## config.mk

```make
export PLATFORM = sky130hd
export DESIGN_NAME = ex_muldiv
export DESIGN_NICKNAME = d
export VERILOG_FILES = /design/src/rtl/ex_muldiv.sv
export SDC_FILE = /design/constraint.sdc
export NUM_CORES = 1
export LEC_CHECK = 0
export BUFFER_PORTS_ARGS = -buffer_cell sky130_fd_sc_hd__buf_4
export CELL_PAD_IN_SITES_DETAIL_PLACEMENT = 1
export CELL_PAD_IN_SITES_GLOBAL_PLACEMENT = 1
export CORE_ASPECT_RATIO = 2
export CORE_UTILIZATION = 28
export CTS_BUF_LIST = sky130_fd_sc_hd__clkbuf_8
export DETAILED_ROUTE_END_ITERATION = 10
export PLACE_DENSITY = 0.51
export SYNTH_ARGS = -nofsm -noshare
export SYNTH_HDL_FRONTEND = slang
export SYNTH_SLANG_ARGS = --single-unit
```

## constraint.sdc

```tcl
create_clock -name clk -period 6.3 [get_ports clk]
set_input_delay 0 -clock clk [delete_from_list [all_inputs] [get_ports clk]]
set_output_delay 0 -clock clk [all_outputs]
set_load 0.005 [all_outputs]
```

## src/rtl/ex_muldiv.sv

```systemverilog
// Iterative unsigned multiply/divide unit for the execute stage.
// One radix-2 step per cycle; result and rd are registered on entry to DONE.
module ex_muldiv (
  input  logic        clk,
  input  logic        reset,
  input  logic        StartE,
  input  logic [1:0]  MdOpE,
  input  logic [31:0] RD1E,
  input  logic [31:0] RD2E,
  input  logic [4:0]  RdE,
  input  logic        FlushE,
  output logic        BusyE,
  output logic        DoneM,
  output logic [31:0] ResultM,
  output logic [4:0]  RdM,
  output logic        RegWriteM
);

  typedef enum logic [1:0] {
    IDLE = 2'd0,
    RUN  = 2'd1,
    DONE = 2'd2
  } state_t;

  state_t      state_q, state_d;
  logic [1:0]  op_q;
  logic [4:0]  rd_q;
  logic [4:0]  cnt_q;
  logic [31:0] b_q;
  logic [63:0] prod_q;
  logic [31:0] rem_q;
  logic [31:0] quo_q;
  logic [31:0] res_q;
  logic [4:0]  rdm_q;

  logic [32:0] msum;
  logic [63:0] prod_step;
  logic [32:0] dshift;
  logic [32:0] dsub;
  logic        ge;
  logic [31:0] rem_step;
  logic [31:0] quo_step;
  logic [31:0] res_step;
  logic        accept;

  always_comb begin
    state_d = state_q;
    case (state_q)
      IDLE:    if (StartE && !FlushE) state_d = RUN;
      RUN: begin
        if (FlushE)             state_d = IDLE;
        else if (cnt_q == 5'd31) state_d = DONE;
      end
      DONE:    state_d = IDLE;
      default: state_d = IDLE;
    endcase
  end

  assign accept = (state_q == IDLE) && StartE && !FlushE;

  // Shift-add: conditionally add b into the upper half, then shift right.
  assign msum = {1'b0, prod_q[63:32]} +
                (prod_q[0] ? {1'b0, b_q} : 33'd0);
  assign prod_step = {msum, prod_q[31:1]};

  // Restoring division: a borrow in bit 32 means the trial subtract failed.
  assign dshift   = {rem_q, quo_q[31]};
  assign dsub     = dshift - {1'b0, b_q};
  assign ge       = ~dsub[32];
  assign rem_step = ge ? dsub[31:0] : dshift[31:0];
  assign quo_step = {quo_q[30:0], ge};

  always_comb begin
    res_step = prod_step[31:0];
    case (op_q)
      2'b00:   res_step = prod_step[31:0];
      2'b01:   res_step = prod_step[63:32];
      2'b10:   res_step = quo_step;
      2'b11:   res_step = rem_step;
      default: res_step = prod_step[31:0];
    endcase
  end

  always_ff @(posedge clk) begin
    if (reset) begin
      state_q <= IDLE;
      op_q    <= 2'd0;
      rd_q    <= 5'd0;
      cnt_q   <= 5'd0;
      b_q     <= 32'd0;
      prod_q  <= 64'd0;
      rem_q   <= 32'd0;
      quo_q   <= 32'd0;
      res_q   <= 32'd0;
      rdm_q   <= 5'd0;
    end else begin
      state_q <= state_d;
      if (accept) begin
        op_q   <= MdOpE;
        rd_q   <= RdE;
        b_q    <= RD2E;
        prod_q <= {32'd0, RD1E};
        rem_q  <= 32'd0;
        quo_q  <= RD1E;
        cnt_q  <= 5'd0;
      end else if (state_q == RUN && !FlushE) begin
        prod_q <= prod_step;
        rem_q  <= rem_step;
        quo_q  <= quo_step;
        cnt_q  <= cnt_q + 5'd1;
        if (state_d == DONE) begin
          res_q <= res_step;
          rdm_q <= rd_q;
        end
      end
    end
  end

  assign BusyE     = (state_q != IDLE);
  assign DoneM     = (state_q == DONE) && !FlushE;
  assign RegWriteM = DoneM;
  assign ResultM   = res_q;
  assign RdM       = rdm_q;

endmodule

```

==> results.md <==
* Final setup viols at 0
* Die height at 305 um
* Vias per Instance at 5.32
* IO Count at 115
* Initial antenna violation count at 1
* First-pass GRT wire length at 85600 um
* Die width at 154 um
* Synth top area cells: dfxtp_1 33%, nand2_1 11%, ha_1 6.5%
* Main flop type after synthesis: dfxtp_1
* GRT Overall Usage at 24.7%
* Main combinational cell family by area after synthesis: compound AO/OA/AOI/OAI gates
* Synthesis-to-layout area growth at 21.3%
* Share of cells above drive strength 1 at 12.0%
* Pin count of the biggest net entering global routing at 80
* Headroom to the max-slew limit at 34.8%
* Final #Nets at 1993
* Insertion delay to the later sink of the worst-skew pair at 0.58 ns
* Clk sinks at 211
* Num CTS Buffers at 38
* Synth Area in XOR/XNOR at 3.75%
* Setup crit start kind: flip-flop
* Final TNS setup at 0 ns
* Row cnt at 110
* Total Power at 0.00356 W
* Post-synthesis compound-gate area fraction at 24.9%
* Iteration-0 DRC Markers at 487
* Maximum clock rate at 0.233 GHz
* Netlist cell types at 88
* Min cycle time layout at 4.28 ns
* DRT antenna net count at 0
* Actual slew at the worst max-slew pin at 0.974 ns
* Worst R2R Start: quo_q[31]
* Port bufs at 114
* Synth warnings at 0
* Mapped cell area at 0.0129 sq mm
* Wire per inst at 23.7 um
* Async SR Flop Fraction at 0%
* Adder-Cell Fraction of Synth Area at 6.82%
* Clock slew at reported path FFs at 0.07 ns
* Crit path DAT at 4.75 ns
* Number of flops mapped to enable cells by yosys at 0
* Area of the multi-input gates at 0.00803 sq mm
* Avg Cell Area, Syn at 7.52 sq um
* H-tree depth at 2
* VDD IR max at 132 uV
* Yosys reg bits at 211
* Hpwl dp at 44100 um
* PwrDens at 228 mW/mm^2
* Cell accounting for the most synthesized area: dfxtp_1
* Register area share after synthesis at 32.8%
* Synth Net Count at 1858
* Vias in the first global route at 13700
* Max Cap Viol at 0
* Vias post-DR at 13000
* Status: finished, final reports clean
* DR pass1 iterations at 4
* Register area at 0.00423 sq mm
* Root Driver: clkbuf_8
* Slowest Stage Delay on Critical Path at 0.61 ns
* Final Skew at 0.0191 ns
* Final wirelength at 57800 um
* Fill cells at 5506
* Max clock buf depth at 3
* CTS tree: built
* Hold slack final at 0.152 ns
* CP bufs+invs at 2
* Gpl congestion at 0.888
* Initial Utilization at 28.5%
* Grt ovf at 0
* Worst Hold Class: in -> reg
* Leakage at 6.14 nW
* Full die area at 0.0469 sq mm
* Synth Area in Simple Gates at 23.1%
* Cell count after synthesis at 1714
* Unrepaired setup endpoints after global routing: no
* Post-CTS setup buffers at 0
* CP delay by family, top: compound AO/OA/AOI/OAI gates
* Area fraction of the dominant cell type after synthesis at 32.8%
* Crit path required time at 6.76 ns
* Post-synthesis mux area share at 3.56%
* CP max stage cell: xnor2_4
* Core Region at 0.0451 sq mm
* Min-delay src: reset
* Slew Viols, Final at 0
* Tcrit/Tclk final at 68.0%
* Final-report hold violation count at 0
* CP max FO at 28
* CP cell instances: inv_1, ha_1, fa_1, nand2b_1, a21oi_4, o21ai_4, o31ai_4, a31oi_4, xnor2_4, buf_4, mux2i_1, a211oi_1, a221o_1
* Crit end category: flip-flop
* Critical path startpoint: quo_q[31]
* Crit path kind: reg -> reg
* # DRC at 0
## kinds of logic after synthesis
kind of cell             Yosys count
multiplexers                      44
adder cells (fa/ha/maj)           69
flip-flops                       211
AND/OR/NAND/NOR                  683
AO/OA/AOI/OAI                    493
buffers and inverters            161
XOR/XNOR                          53
## cells in the final DEF, fill, tap and decap left out, drive strengths merged, types with 42 or more instances in the layout
cell / Yosys / routed
nor2: 120 / 120
o21ai: 66 / 66
dfxtp: 211 / 211
buf: 24 / 132
inv: 50 / 68
dlygate4sd3: 0 / 73
ha: 67 / 67
and2: 42 / 42
a31oi: 81 / 81
nand2: 381 / 381
a21oi: 167 / 167
clkbuf: 86 / 45
## what timing repair did
action	4_1_cts	5_1_grt
hold endpoints to repair	104	0
hold buffers	73	0
resized for setup	0	0
## report_power, final
part           leakage (nW)  switching, W  internal (W)  total, W
registers              1.71     0.0000493       0.00137   0.00142
clock network         0.450      0.000633      0.000730   0.00136
logic                  3.98      0.000478      0.000297  0.000775
## synthesized netlist by cell type (all sizes together), types with 30 or more instances
library cell  count
a211oi           38
a21oi           167
a31oi            81
and2             42
clkbuf           86
dfxtp           211
ha               67
inv              50
nand2           381
nor2            120
nor3             38
o21ai            66
xnor2            30
## per-layer routing
metal  vias up  share of wire (%)  track usage (%)
li1       6306                  -                -
met1      6236                 34             22.8
met2       268                 54             47.9
met3       150                2.2             2.23
met4         0                9.4             21.1
met5         -                  0                0
## layout make-up
class	count	share of cell area, %
timing repair buffer	205	11.0
antenna	1	0.0160
clock buffer	45	3.96
multi-input combinational	1342	51.4
clock inverter	21	0.912
tap	560	4.48
inverter	51	1.22
sequential	211	27.0
## path summary, 6_finish.rpt
path	end	cells past startpoint	slack (ns)
worst min-delay path	b_q[28]	3	0.15
worst max-delay path	ResultM[18]	13	2.02
worst max register to register	ResultM[18]	13	2.02
worst min register to register	rd_q[1]	2	0.46
## metrics by stage
| step | util [%] | std cells | instance area (sq um) | worst slack [ns] |
|---|---|---|---|---|
| after global placement | 31.3 | 2296 | 14100 | 2.03 |
| after detailed placement | 31.3 | 2296 | 14100 | 2.01 |
| after CTS | 34.6 | 2435 | 15600 | 1.98 |
| after global routing | 34.6 | 2436 | 15600 | 1.76 |
| after floorplan | - | 1714 | 12900 | 3.26 |
| final | 34.6 | 2436 | 15600 | 2.02 |
## worst min-delay path, stage by stage
cell and delay, ns:
buf_4 0.13, buf_4 0.33, a21oi_1 0.20
## state kept, by name, indices dropped and copies added (netlist names)
name / count
ResultM: 32
rd_q: 5
rem_q: 32
RdM: 5
op_q: 2
cnt_q: 5
state_q: 2
prod_q: 64
b_q: 32
quo_q: 32
Note: power is estimated with default switching activity, not from simulation.
